<file path="src/rtl/texture_pass_sequencer_if.sv">
// Stream bundle for texture_pass_sequencer: fragment in (s), pass issue (t),
// pass result (r) and fragment out (m). The master modport is the sequencer's own view.
interface texture_pass_sequencer_if #(
   parameter int TMU_COUNT       = 2,
   parameter int USER_WIDTH      = 1,
   parameter int SUB_PIXEL_WIDTH = 8
);
   localparam int PIXEL_WIDTH   = 4 * SUB_PIXEL_WIDTH;
   localparam int TMU_IDX_WIDTH = (TMU_COUNT > 1) ? $clog2(TMU_COUNT) : 1;

   logic                      s_valid;
   logic                      s_ready;
   logic [USER_WIDTH-1:0]     s_user;
   logic [PIXEL_WIDTH-1:0]    s_primaryColor;
   logic [32*TMU_COUNT-1:0]   s_textureS;
   logic [32*TMU_COUNT-1:0]   s_textureT;
   logic [32*TMU_COUNT-1:0]   s_mipmapS;
   logic [32*TMU_COUNT-1:0]   s_mipmapT;

   logic                      t_valid;
   logic                      t_ready;
   logic [TMU_IDX_WIDTH-1:0]  t_tmu;
   logic [PIXEL_WIDTH-1:0]    t_primaryColor;
   logic [PIXEL_WIDTH-1:0]    t_previousColor;
   logic [31:0]               t_textureS;
   logic [31:0]               t_textureT;
   logic [31:0]               t_mipmapS;
   logic [31:0]               t_mipmapT;

   logic                      r_valid;
   logic                      r_ready;
   logic [PIXEL_WIDTH-1:0]    r_fragmentColor;

   logic                      m_valid;
   logic                      m_ready;
   logic [USER_WIDTH-1:0]     m_user;
   logic [PIXEL_WIDTH-1:0]    m_fragmentColor;

   modport master (
      input  s_valid, s_user, s_primaryColor, s_textureS, s_textureT, s_mipmapS, s_mipmapT,
      output s_ready,
      output t_valid, t_tmu, t_primaryColor, t_previousColor, t_textureS, t_textureT, t_mipmapS, t_mipmapT,
      input  t_ready,
      input  r_valid, r_fragmentColor,
      output r_ready,
      output m_valid, m_user, m_fragmentColor,
      input  m_ready
   );

   modport slave (
      output s_valid, s_user, s_primaryColor, s_textureS, s_textureT, s_mipmapS, s_mipmapT,
      input  s_ready,
      input  t_valid, t_tmu, t_primaryColor, t_previousColor, t_textureS, t_textureT, t_mipmapS, t_mipmapT,
      output t_ready,
      output r_valid, r_fragmentColor,
      input  r_ready,
      input  m_valid, m_user, m_fragmentColor,
      output m_ready
   );
endinterface

</file>
<file path="src/rtl/texture_pass_sequencer.sv">
// Multi-texturing front end: runs one pass per enabled texture unit through a shared
// texture core, chaining each pass result in as the next pass's previous colour.
module texture_pass_sequencer #(
   parameter int TMU_COUNT       = 2,
   parameter int USER_WIDTH      = 1,
   parameter int SUB_PIXEL_WIDTH = 8
) (
   input  logic                 aclk,
   input  logic                 resetn,
   input  logic [TMU_COUNT-1:0] confEnable,
   texture_pass_sequencer_if.master bus
);
   localparam int PIXEL_WIDTH   = 4 * SUB_PIXEL_WIDTH;
   localparam int TMU_IDX_WIDTH = (TMU_COUNT > 1) ? $clog2(TMU_COUNT) : 1;
   localparam int COORD_WIDTH   = 32 * TMU_COUNT;

   typedef enum logic [1:0] {
      IDLE   = 2'd0,
      ISSUE  = 2'd1,
      WAIT   = 2'd2,
      OUTPUT = 2'd3
   } state_t;

   state_t                   state_r;
   logic [TMU_COUNT-1:0]     pend_r;
   logic [TMU_IDX_WIDTH-1:0] idx_r;
   logic [PIXEL_WIDTH-1:0]   prim_r;
   logic [PIXEL_WIDTH-1:0]   prev_r;
   logic [USER_WIDTH-1:0]    user_r;
   logic [COORD_WIDTH-1:0]   tex_s_r, tex_t_r, mip_s_r, mip_t_r;
   logic [31:0]              pass_tex_s_r, pass_tex_t_r, pass_mip_s_r, pass_mip_t_r;

   logic [TMU_COUNT-1:0]     cand_mask_s;
   logic [COORD_WIDTH-1:0]   cand_tex_s_s, cand_tex_t_s, cand_mip_s_s, cand_mip_t_s;
   logic [TMU_IDX_WIDTH-1:0] next_idx_s;
   logic [31:0]              next_tex_s_s, next_tex_t_s, next_mip_s_s, next_mip_t_s;

   function automatic logic [TMU_IDX_WIDTH-1:0] lowest_set(input logic [TMU_COUNT-1:0] mask);
      logic [TMU_IDX_WIDTH-1:0] res;
      res = '0;
      for (int i = TMU_COUNT - 1; i >= 0; i--) begin
         if (mask[i]) begin
            res = TMU_IDX_WIDTH'(i);
         end
      end
      return res;
   endfunction

   // Next pass selection: from the incoming fragment while idle, else from the stored one
   always_comb begin
      if (state_r == IDLE) begin
         cand_mask_s  = confEnable;
         cand_tex_s_s = bus.s_textureS;
         cand_tex_t_s = bus.s_textureT;
         cand_mip_s_s = bus.s_mipmapS;
         cand_mip_t_s = bus.s_mipmapT;
      end else begin
         cand_mask_s  = pend_r;
         cand_tex_s_s = tex_s_r;
         cand_tex_t_s = tex_t_r;
         cand_mip_s_s = mip_s_r;
         cand_mip_t_s = mip_t_r;
      end
      next_idx_s   = lowest_set(cand_mask_s);
      next_tex_s_s = cand_tex_s_s[{next_idx_s, 5'd0} +: 32];
      next_tex_t_s = cand_tex_t_s[{next_idx_s, 5'd0} +: 32];
      next_mip_s_s = cand_mip_s_s[{next_idx_s, 5'd0} +: 32];
      next_mip_t_s = cand_mip_t_s[{next_idx_s, 5'd0} +: 32];
   end

   // Pass sequencing FSM; pass payload is loaded on entry to ISSUE so it holds under stall
   always_ff @(posedge aclk or negedge resetn) begin
      if (!resetn) begin
         state_r      <= IDLE;
         pend_r       <= '0;
         idx_r        <= '0;
         prim_r       <= '0;
         prev_r       <= '0;
         user_r       <= '0;
         tex_s_r      <= '0;
         tex_t_r      <= '0;
         mip_s_r      <= '0;
         mip_t_r      <= '0;
         pass_tex_s_r <= '0;
         pass_tex_t_r <= '0;
         pass_mip_s_r <= '0;
         pass_mip_t_r <= '0;
      end else begin
         case (state_r)
            IDLE: begin
               if (bus.s_valid) begin
                  pend_r  <= confEnable;
                  prim_r  <= bus.s_primaryColor;
                  prev_r  <= bus.s_primaryColor;
                  user_r  <= bus.s_user;
                  tex_s_r <= bus.s_textureS;
                  tex_t_r <= bus.s_textureT;
                  mip_s_r <= bus.s_mipmapS;
                  mip_t_r <= bus.s_mipmapT;
                  if (confEnable != '0) begin
                     state_r      <= ISSUE;
                     idx_r        <= next_idx_s;
                     pass_tex_s_r <= next_tex_s_s;
                     pass_tex_t_r <= next_tex_t_s;
                     pass_mip_s_r <= next_mip_s_s;
                     pass_mip_t_r <= next_mip_t_s;
                  end else begin
                     state_r <= OUTPUT;
                  end
               end
            end
            ISSUE: begin
               if (bus.t_ready) begin
                  pend_r[idx_r] <= 1'b0;
                  state_r       <= WAIT;
               end
            end
            WAIT: begin
               if (bus.r_valid) begin
                  prev_r <= bus.r_fragmentColor;
                  if (pend_r != '0) begin
                     state_r      <= ISSUE;
                     idx_r        <= next_idx_s;
                     pass_tex_s_r <= next_tex_s_s;
                     pass_tex_t_r <= next_tex_t_s;
                     pass_mip_s_r <= next_mip_s_s;
                     pass_mip_t_r <= next_mip_t_s;
                  end else begin
                     state_r <= OUTPUT;
                  end
               end
            end
            OUTPUT: begin
               if (bus.m_ready) begin
                  state_r <= IDLE;
               end
            end
            default: begin
               state_r <= IDLE;
            end
         endcase
      end
   end

   assign bus.s_ready         = (state_r == IDLE);
   assign bus.t_valid         = (state_r == ISSUE);
   assign bus.r_ready         = (state_r == WAIT);
   assign bus.m_valid         = (state_r == OUTPUT);
   assign bus.t_tmu           = idx_r;
   assign bus.t_primaryColor  = prim_r;
   assign bus.t_previousColor = prev_r;
   assign bus.t_textureS      = pass_tex_s_r;
   assign bus.t_textureT      = pass_tex_t_r;
   assign bus.t_mipmapS       = pass_mip_s_r;
   assign bus.t_mipmapT       = pass_mip_t_r;
   assign bus.m_user          = user_r;
   assign bus.m_fragmentColor = prev_r;
endmodule

</file>
<file path="src/flat_wrapper.sv">
// flat-port wrapper written by rule: the top's interface ports become plain ports
module texture_pass_sequencer_flat 
#(
   parameter int TMU_COUNT       = 2,
   parameter int USER_WIDTH      = 1,
   parameter int SUB_PIXEL_WIDTH = 8
)
  (aclk, resetn, confEnable, bus_s_valid, bus_s_user, bus_s_primaryColor, bus_s_textureS, bus_s_textureT, bus_s_mipmapS, bus_s_mipmapT, bus_s_ready, bus_t_valid, bus_t_tmu, bus_t_primaryColor, bus_t_previousColor, bus_t_textureS, bus_t_textureT, bus_t_mipmapS, bus_t_mipmapT, bus_t_ready, bus_r_valid, bus_r_fragmentColor, bus_r_ready, bus_m_valid, bus_m_user, bus_m_fragmentColor, bus_m_ready);
  texture_pass_sequencer_if #(.TMU_COUNT(TMU_COUNT), .USER_WIDTH(USER_WIDTH), .SUB_PIXEL_WIDTH(SUB_PIXEL_WIDTH)) bus_i ();
  input  logic aclk;
  input  logic resetn;
  input  logic [TMU_COUNT-1:0] confEnable;
  input wire logic [$bits(bus_i.s_valid)-1:0] bus_s_valid;
  input wire logic [$bits(bus_i.s_user)-1:0] bus_s_user;
  input wire logic [$bits(bus_i.s_primaryColor)-1:0] bus_s_primaryColor;
  input wire logic [$bits(bus_i.s_textureS)-1:0] bus_s_textureS;
  input wire logic [$bits(bus_i.s_textureT)-1:0] bus_s_textureT;
  input wire logic [$bits(bus_i.s_mipmapS)-1:0] bus_s_mipmapS;
  input wire logic [$bits(bus_i.s_mipmapT)-1:0] bus_s_mipmapT;
  output wire logic [$bits(bus_i.s_ready)-1:0] bus_s_ready;
  output wire logic [$bits(bus_i.t_valid)-1:0] bus_t_valid;
  output wire logic [$bits(bus_i.t_tmu)-1:0] bus_t_tmu;
  output wire logic [$bits(bus_i.t_primaryColor)-1:0] bus_t_primaryColor;
  output wire logic [$bits(bus_i.t_previousColor)-1:0] bus_t_previousColor;
  output wire logic [$bits(bus_i.t_textureS)-1:0] bus_t_textureS;
  output wire logic [$bits(bus_i.t_textureT)-1:0] bus_t_textureT;
  output wire logic [$bits(bus_i.t_mipmapS)-1:0] bus_t_mipmapS;
  output wire logic [$bits(bus_i.t_mipmapT)-1:0] bus_t_mipmapT;
  input wire logic [$bits(bus_i.t_ready)-1:0] bus_t_ready;
  input wire logic [$bits(bus_i.r_valid)-1:0] bus_r_valid;
  input wire logic [$bits(bus_i.r_fragmentColor)-1:0] bus_r_fragmentColor;
  output wire logic [$bits(bus_i.r_ready)-1:0] bus_r_ready;
  output wire logic [$bits(bus_i.m_valid)-1:0] bus_m_valid;
  output wire logic [$bits(bus_i.m_user)-1:0] bus_m_user;
  output wire logic [$bits(bus_i.m_fragmentColor)-1:0] bus_m_fragmentColor;
  input wire logic [$bits(bus_i.m_ready)-1:0] bus_m_ready;
  assign bus_i.s_valid = bus_s_valid;
  assign bus_i.s_user = bus_s_user;
  assign bus_i.s_primaryColor = bus_s_primaryColor;
  assign bus_i.s_textureS = bus_s_textureS;
  assign bus_i.s_textureT = bus_s_textureT;
  assign bus_i.s_mipmapS = bus_s_mipmapS;
  assign bus_i.s_mipmapT = bus_s_mipmapT;
  assign bus_s_ready = bus_i.s_ready;
  assign bus_t_valid = bus_i.t_valid;
  assign bus_t_tmu = bus_i.t_tmu;
  assign bus_t_primaryColor = bus_i.t_primaryColor;
  assign bus_t_previousColor = bus_i.t_previousColor;
  assign bus_t_textureS = bus_i.t_textureS;
  assign bus_t_textureT = bus_i.t_textureT;
  assign bus_t_mipmapS = bus_i.t_mipmapS;
  assign bus_t_mipmapT = bus_i.t_mipmapT;
  assign bus_i.t_ready = bus_t_ready;
  assign bus_i.r_valid = bus_r_valid;
  assign bus_i.r_fragmentColor = bus_r_fragmentColor;
  assign bus_r_ready = bus_i.r_ready;
  assign bus_m_valid = bus_i.m_valid;
  assign bus_m_user = bus_i.m_user;
  assign bus_m_fragmentColor = bus_i.m_fragmentColor;
  assign bus_i.m_ready = bus_m_ready;
  texture_pass_sequencer #(.TMU_COUNT(TMU_COUNT), .USER_WIDTH(USER_WIDTH), .SUB_PIXEL_WIDTH(SUB_PIXEL_WIDTH)) u_core (.aclk(aclk), .resetn(resetn), .confEnable(confEnable), .bus(bus_i));
endmodule
</file>
<file path="config.mk">
export PLATFORM = sky130hd
export DESIGN_NAME = texture_pass_sequencer_flat
export DESIGN_NICKNAME = d
export VERILOG_FILES = /design/src/rtl/texture_pass_sequencer_if.sv /design/src/rtl/texture_pass_sequencer.sv /design/src/flat_wrapper.sv
export SDC_FILE = /design/constraint.sdc
export NUM_CORES = 1
export LEC_CHECK = 0
export CORE_UTILIZATION = 42
export DETAILED_ROUTE_END_ITERATION = 6
export GPL_ROUTABILITY_DRIVEN = 0
export GPL_TIMING_DRIVEN = 0
export PLACE_DENSITY = 0.69
export SLEW_MARGIN = 10
export SYNTH_ARGS = -nofsm -noshare
export SYNTH_HDL_FRONTEND = slang
export SYNTH_SLANG_ARGS = --single-unit
</file>
<file path="constraint.sdc">
create_clock -name aclk -period 3.8 [get_ports aclk]
set_clock_uncertainty 0.05 [all_clocks]
set_input_delay 0.57 -clock aclk [delete_from_list [all_inputs] [get_ports aclk]]
set_output_delay 0.57 -clock aclk [all_outputs]
set_load 0.1 [all_outputs]
</file>
== After elaboration in Yosys (flattened, before gate mapping) ==
Index checks and enable logic that the tools add are counted.

* Register bits: 454
* Input bits: 329
* Memories: 0
* Memory bits (read-only): 0
* Latch bits: 0
* Output and inout bits: 230
* Memory bits (writable): 0

* Divide/modulo/power cells: 0
* Add/subtract/negate cells: 0
* Eq/ne operators: 9
* Bitwise operators: 2
* Multiplexer cells: 47
* Shifts and indexed selects: 4
* Multipliers: 0
* $lt $le $gt $ge: 2
* Reductions and logical operators: 11

{| class="wikitable"
|+ Operators with widths
! kind !! count
|-
| two-way mux 32 bit || 18
|-
| case mux 32 bit (2 select lines) || 5
|-
| two-way mux 64 bit || 4
|-
| variable part select 64 x 7 -> 32 bit || 4
|-
| two-way mux 2 bit || 9
|-
| inequality test 2 x 1 -> 1 bit (second input constant) || 4
|-
| case mux 2 bit (4 select lines) || 1
|-
| nonzero test 2 bit || 4
|-
| two-way mux 1 bit || 7
|-
| AND reduction 3 bit || 2
|-
| AND reduction 5 bit || 1
|-
| equality test 2 bit (second input constant) || 2
|-
| inequality test 2 bit (second input constant) || 2
|-
| case mux 2 bit (2 select lines) || 1
|-
| AND reduction 4 bit || 1
|-
| AND 2 bit || 1
|-
| equality test 2 x 1 -> 1 bit (second input constant) || 1
|-
| zero test 2 bit || 1
|-
| less-than comparator 1 x 2 -> 1 bit (second input constant) || 1
|-
| inverter 2 bit || 1
|-
| case mux 1 bit (2 select lines) || 1
|-
| AND reduction 2 bit || 1
|-
| demux 1 bit (select 1 bit) || 1
|-
| >= comparator 1 bit (second input constant) || 1
|-
| logical AND 1 bit || 1
|}

== Logic depth before layout (Yosys ltp) ==
Gate-level depths: netlist of the first run.

* Word-level depth: 8
* Mapped depth: 8
* Mapped depth without buffers: 4

== Least setup slack after synthesis of the first run ==
Ideal clock, no wire load.

* Path type: register -> register
* Start: register u_core.state_r[1]
* End: register u_core.pend_r[0]
* Clock period less this slack: 2.749 ns
* Arrival: 2.578 ns
* Required time: 3.629 ns
* Cell stages (with the launch flop): 6
* Setup time: 0.121 ns
* Setup slack: 1.051 ns
* Cell sequence: dfrtp_1 > buf_4 > nor2b_1 > nand2_1 > a22o_1 > a22o_1

* Word-level cells in the longest chain between the ends: 3
* Elaborated cells between the ends (all ways): 7
* Classes of those cells: 3 x eq/ne; 1 x mux; 3 x reduce/logical

{| class="wikitable"
|+ RTL lines
! what !! RTL line !! RTL
|-
| start: declaration || texture_pass_sequencer.sv:24 || <nowiki>state_t state_r;</nowiki>
|-
| start signal: assignment || texture_pass_sequencer.sv:74 || <nowiki>state_r <= IDLE;</nowiki>
|-
| start signal: assignment || texture_pass_sequencer.sv:101 || <nowiki>state_r <= ISSUE;</nowiki>
|-
| start signal: assignment || texture_pass_sequencer.sv:108 || <nowiki>state_r <= OUTPUT;</nowiki>
|-
| equality test 2 x 1 -> 1 bit * || -- ||
|-
| net bus_t_valid || flat_wrapper.sv:21 || <nowiki>output wire logic [$bits(bus_i.t_valid)-1:0] bus_t_valid;</nowiki>
|-
| inequality test 2 x 1 -> 1 bit (no line) / nonzero test 2 bit (equally long branches) || -- ||
|-
| AND reduction 3 bit (no line) || -- ||
|-
| end signal: assignment || texture_pass_sequencer.sv:92 || <nowiki>pend_r <= confEnable;</nowiki>
|-
| end: declaration || texture_pass_sequencer.sv:25 || <nowiki>logic [TMU_COUNT-1:0] pend_r;</nowiki>
|}

Mark *: on every way through the listed nets, which the timed path passes. The rest lies on a longest branch.
A chain may end at the register's enable or synchronous reset.

== Worst setup path after layout of the first run ==
* Start: register u_core.state_r[1]
* End: output port bus_t_valid

* Word-level cells in the longest chain between the ends: 1

{| class="wikitable"
|+ RTL lines
! what !! RTL line !! RTL
|-
| equality test 2 x 1 -> 1 bit || texture_pass_sequencer.sv:146 || <nowiki>assign bus.t_valid = (state_r == ISSUE);</nowiki>
|-
| end: declaration || flat_wrapper.sv:21 ||
|}

No other way between the ends.

==> results of run 1 <==
==> flip-flops by register name, summed over array words and instances (netlist names), 64 cells and up <==
register	flops
u_core.mip_s_r	64
u_core.mip_t_r	64
u_core.tex_s_r	64
u_core.tex_t_r	64
==> worst max-delay path: stages, from the launching register on <==
cell	delay, ns
dfrtp_1	0.41
buf_4	0.19
nor2b_1	0.29
clkdlybuf4s50_1	1.35
==> path summary, 6_finish.rpt <==
path	end	slack [ns]	cells past startpoint
max	bus_t_valid	0.33	3
min	u_core.mip_t_r[27]	0.42	2
max reg2reg	u_core.bus.t_textureT[13]	0.58	7
min reg2reg	u_core.mip_t_r[27]	0.42	2
max in group asynchronous	u_core.bus.t_textureT[0]	1.72	4
min in group asynchronous	u_core.mip_s_r[54]	0.49	2
==> per-stage QoR <==
step	cell area (sq um)	util (%)	setup slack (ns)	TNS [ns]	instances
finish	29800	59.1	0.331	0	3469
global route	29800	59.1	0.256	0	3465
CTS	29800	59.1	0.00903	0	3455
detailed placement	28200	55.8	-0.0849	-0.0849	3361
global placement	28100	55.6	-18.23	-8246.82	3357
floorplan	21600	-	1.05	0	2127
==> logic make-up (layout without fill, tap and decap cells) <==
group / Yosys count / count (layout) / synth area share [%]
mux: 546 / 546 / 26.0
other cells: 0 / 14 / 0
simple gates: 915 / 915 / 16.0
compound gates: 43 / 43 / 1.19
buf+inv: 169 / 825 / 4.22
flops: 454 / 454 / 52.5
==> layout by cell type (no fill, tap or decap), types with 2 or more instances in the layout <==
cell type / instances
a22o_1: 2
nand2_1: 902
dfrtp_1: 454
buf_16: 4
o21ai_0: 34
clkdlybuf4s50_1: 555
clkinv_2: 9
a21oi_1: 2
buf_1: 2
mux2i_1: 417
buf_6: 14
mux2_2: 129
buf_4: 33
nor2_1: 4
inv_1: 2
clkbuf_8: 10
clkbuf_1: 96
nor2b_1: 2
clkbuf_16: 52
diode_2: 14
bufinv_16: 2
buf_2: 40
and2_1: 2
==> area by class of cell <==
| cell class | instances | area (sq um) |
|---|---|---|
| Fill cell | 4318 | 20600 |
| Sequential cell | 454 | 11400 |
| Multi-Input combinational cell | 1504 | 9350 |
| Timing Repair Buffer | 563 | 5710 |
| Clock buffer | 81 | 1510 |
| Buffer | 166 | 902 |
| Tap cell | 672 | 841 |
| Clock inverter | 13 | 130 |
| Antenna cell | 14 | 35.0 |
| Inverter | 2 | 7.51 |
==> layer usage <==
layer  track usage, %  wire [um]  up-vias
met5                0        139        -
met1             31.8      28100     8608
li1                 -          -     8190
met3             8.42       5400      144
met2             46.7      35400      519
met4             10.2       2600       20
==> what timing repair did <==
item                                   4_1_cts  5_1_grt
endpoints found under the hold margin       80        0
hold buffers                                 1        0
gates resized for setup                      5        1
setup endpoints to repair                    2        1
==> results by group, run 1 <==
Hold path
  • Hold crit path type: reg2reg
  • Worst hold path startpoint: u_core.mip_t_r[27]

STA
  • Fin. Hold Viols: 0
  • RSZ-0062 raised after global routing: false
  • Part of the cycle the worst path needs: 91.3%
  • Crit path time final: 3.47 ns
  • Achievable Freq: 288 MHz
  • # setup viols final: 0
  • Worst hold slack: 0.422 ns
  • Slew Viols, Final: 0
  • Slew @ Worst Pin: 1.21 ns
  • Slew HR: 19.1%

Synth
  • Count leader, synth: nand2_1
  • Post-synth top cells: nand2_1, dfrtp_1, mux2i_1, mux2_2, clkbuf_1
  • Synth Register Bits: 454
  • Post-synth ARST share: 100%
  • Post-Syn Instances: 2127
  • Post-synth EDFFs: 0
  • Netlist cell types: 26
  • Seq/Total Area, Yosys: 52.5%
  • Synth top area share: 52.5%
  • Post-synth top flop: dfrtp_1
  • Net count after synthesis: 2456
  • Yosys top cell by area: dfrtp_1
  • Mean cell area of the mapped netlist: 10.2 sq um
  • Synth Cell Area: 21600 sq um
  • Top post-synthesis cells by area: dfrtp_1, mux2i_1, nand2_1, mux2_2, clkbuf_1
  • Warnings from Yosys: 0

Cells and area
  • P&R area growth vs syn: 38.0%
  • Layout cell share with drive strength beyond 1: 10.8%
  • Final Net Count: 3071

Floorplanning
  • IO Count: 559
  • Chip width: 229 um
  • Area of the die: 52400 sq um
  • Core Rows: 82
  • Initial Util: 42.8%
  • Core Area: 50500 sq um
  • Die Height: 229 um

Drt
  • Vias per cell: 5.04
  • TritonRoute pass-1 iters: 5
  • Wire per inst: 20.6 um
  • DR vias: 17481
  • Drt total wl: 71.6 mm
  • Post-route ant nets: 0
  • Number of DRC markers in iteration 0: 1090
  • Residual DRC: 0

Clock tree
  • Worst-path clk slew: 0.06 ns
  • Clk Latency, worst-skew pair: 0.60 ns
  • CTS sink count: 454
  • Inserted Clock Buffers: 51
  • Setup Buffers After CTS: 0
  • TritonCTS clock tree: done
  • Clock root cell: clkbuf_16
  • Maximum clock path buffer count: 3
  • H-tree levels: 2

Global routing
  • First-pass GRT wire length: 109 mm
  • Initial antenna violation count: 22
  • Number of global-route vias before repair: 18068
  • Grt ovf: 0
  • Global Route Usage Sum: 27.2%
  • Largest net degree at the start of global routing: 110

Place
  • HPWL Detailed: 53.7 mm
  • PortBufs: 558

Run
  • Maxcap violations: 0

Critical path
  • Crit Path Category: reg2out
  • Setup crit start kind: flip-flop
  • Crit path DAT: 2.85 ns
  • CP Capture Type: output pin
  • FF-to-FF Start: u_core.state_r[1]
  • Maximum fanout along the worst path: 10
  • CP required: 3.18 ns
  • Beginning of the critical path: u_core.state_r[1]

Outcome
  • Status: finished, final reports clean
Power of run 1 is left out: the tool's default activity adds up to more than one toggle a clock period on the data nets, which glitch-free logic cannot reach.
==> inputs of run 2 (changes only) <==
--- a/config.mk
+++ b/config.mk
@@ -5,11 +5,13 @@
 export SDC_FILE = /design/constraint.sdc
 export NUM_CORES = 1
 export LEC_CHECK = 0
-export CORE_UTILIZATION = 42
+export CELL_PAD_IN_SITES_DETAIL_PLACEMENT = 1
+export CELL_PAD_IN_SITES_GLOBAL_PLACEMENT = 2
+export CORE_UTILIZATION = 33
 export DETAILED_ROUTE_END_ITERATION = 6
 export GPL_ROUTABILITY_DRIVEN = 0
 export GPL_TIMING_DRIVEN = 0
-export PLACE_DENSITY = 0.69
+export PLACE_DENSITY = 0.85
 export SLEW_MARGIN = 10
 export SYNTH_ARGS = -nofsm -noshare
 export SYNTH_HDL_FRONTEND = slang
==> run 2 against run 1 <==
Net effect:
- worst hold slack better by 0.0021 ns
- sequential share of layout area decreased by 0.23 points
- core utilization fell by 13 points
- non-clock buffer count unchanged
- critical path depth rose by 2
- via count grew 1.0%
- worst setup slack worse by 0.077 ns
- global-route usage decreased by 3.3 points
- sequential cell count unchanged
- wire length rose by 12%
- final area rose by 0.62%
- critical endpoint is now bus_r_ready
==> results by group, run 2 (synthesis gave the netlist of run 1 again) <==
Drt
  • Residual DRC: 0 (unchanged)
  • Post-route ant nets: 0 (unchanged)
  • Drt total wl: 80.0 mm (+12%)
  • DR vias: 17658 (+1.0%)
  • TritonRoute pass-1 iters: 4 (-1)
  • Wire per inst: 22.0 um (+6.5%)
  • Vias per cell: 4.85 (-3.7%)
  • Number of DRC markers in iteration 0: 665 (-39%)

Clock tree
  • Setup Buffers After CTS: 0 (unchanged)
  • Worst-path clk slew: 0.06 ns (about the same)
  • Inserted Clock Buffers: 53 (+3.9%)
  • Clk Latency, worst-skew pair: 0.60 ns (about the same)
  • TritonCTS clock tree: done
  • H-tree levels: 2 (unchanged)
  • Maximum clock path buffer count: 3 (unchanged)
  • Clock root cell: clkbuf_16
  • CTS sink count: 454 (unchanged)

Critical path
  • Setup crit start kind: flip-flop
  • Maximum fanout along the worst path: 10 (unchanged)
  • FF-to-FF Start: u_core.state_r[1]
  • Crit Path Category: reg2out
  • CP Capture Type: output pin
  • CP required: 3.18 ns (about the same)
  • Crit path DAT: 2.93 ns (+0.08 ns)
  • Beginning of the critical path: u_core.state_r[1]

Floorplanning
  • Core Area: 64600 sq um (+28%)
  • Area of the die: 66600 sq um (+27%)
  • Chip width: 258 um (+13%)
  • Initial Util: 33.5% (-9.4 points)
  • IO Count: 559 (unchanged)
  • Core Rows: 93 (+13%)
  • Die Height: 258 um (+13%)

Global routing
  • First-pass GRT wire length: 121 mm (+11%)
  • Initial antenna violation count: 28 (+27%)
  • Global Route Usage Sum: 23.9% (-3.3 points)
  • Largest net degree at the start of global routing: 106 (-3.6%)
  • Number of global-route vias before repair: 19554 (+8.2%)
  • Grt ovf: 0 (unchanged)

Cells and area
  • Commonest non-fill, non-tap cells in the layout: nand2_1, clkdlybuf4s50_1, dfrtp_1, mux2i_1, mux2_2
  • Commonest non-fill, non-tap cell in the layout: nand2_1
  • Final Net Count: 3073 (+0.065%)
  • P&R area growth vs syn: 38.9%
  • Layout cell share with drive strength beyond 1: 10.8% (-0.041 points)

Outcome
  • Status: finished, final reports clean

Run
  • Maxcap violations: 0 (unchanged)

STA
  • Achievable Freq: 282 MHz (-2.2%)
  • # setup viols final: 0 (unchanged)
  • Slew Viols, Final: 0 (unchanged)
  • RSZ-0062 raised after global routing: false
  • Crit path time final: 3.55 ns (+0.0768 ns)
  • Slew HR: 16.1% (-3.0 points)
  • Slew @ Worst Pin: 1.25 ns (+0.0446 ns)
  • Part of the cycle the worst path needs: 93.3% (+2.0 points)
  • Fin. Hold Viols: 0 (unchanged)
  • Worst hold slack: 0.424 ns (+0.00210 ns)

Place
  • HPWL Detailed: 61.0 mm (+14%)
  • PortBufs: 558 (unchanged)

Hold path
  • Worst hold path startpoint: u_core.bus.t_primaryColor[4]
  • Hold crit path type: reg2reg
[run 2: cell types whose count changed in the layout (fill, tap and decap cells not counted), sizes merged]
cell	delta
bufinv	-1
clkbuf	-6
clkinv	-2
diode	-5
inv	+1
[run 2: per-stage QoR]
stage | setup WS, ns | instance area, sq um | std cells | TNS (ns) | utilization, %
final | 0.254 | 30000 | 3639 | 0 | 46.5
after global routing | 0.0733 | 30000 | 3634 | 0 | 46.5
after CTS | 0.0229 | 30000 | 3630 | 0 | 46.5
after detailed placement | -0.192 | 28400 | 3544 | -0.192 | 44.0
after global placement | -18.96 | 28300 | 3540 | -8582.08 | 43.8
after floorplan | 1.05 | 21600 | 2127 | 0 | -
[run 2: worst max-delay path: stages, from the launching register on]
cell and delay, ns:
dfrtp_1 0.40, buf_4 0.21, nor2b_1 0.15, clkbuf_1 0.43
buf_2 0.49, clkdlybuf4s15_2 0.62
[run 2: worst paths after layout]
| kind | slack (ns) | to | cells after the start |
|---|---|---|---|
| min | 0.42 | u_core.bus.t_primaryColor[4] | 2 |
| max reg2reg | 0.50 | u_core.bus.t_textureT[17] | 7 |
| min reg2reg | 0.42 | u_core.bus.t_primaryColor[4] | 2 |
| min in group asynchronous | 0.46 | u_core.mip_s_r[48] | 2 |
| max | 0.25 | bus_r_ready | 5 |
| max in group asynchronous | 1.78 | u_core.tex_t_r[0] | 4 |
[run 2: final cells by class]
class	instances	area, sq um
fill	7126	34500
antenna	9	22.5
inverter	2	7.51
timing repair buffer	563	5710
buffer	166	902
tap	855	1070
clock inverter	11	87.6
multi-input combinational	1504	9350
sequential	454	11400
clock buffer	75	1520
[run 2: what timing repair did]
action	in CTS	in global routing
setup endpoints to repair	2	1
hold endpoints to repair	65	0
hold buffers	1	0
resized for setup	5	1
[run 2: metal layers]
metal | wire length [um] | global-route usage, % | vias to the layer above
li1 | - | - | 8171
met1 | 31700 | 27.6 | 8877
met2 | 40900 | 43.2 | 447
met3 | 5590 | 7.15 | 127
met4 | 1610 | 5.60 | 36
met5 | 239 | 0 | -
Power of run 2 is left out for the same reason.
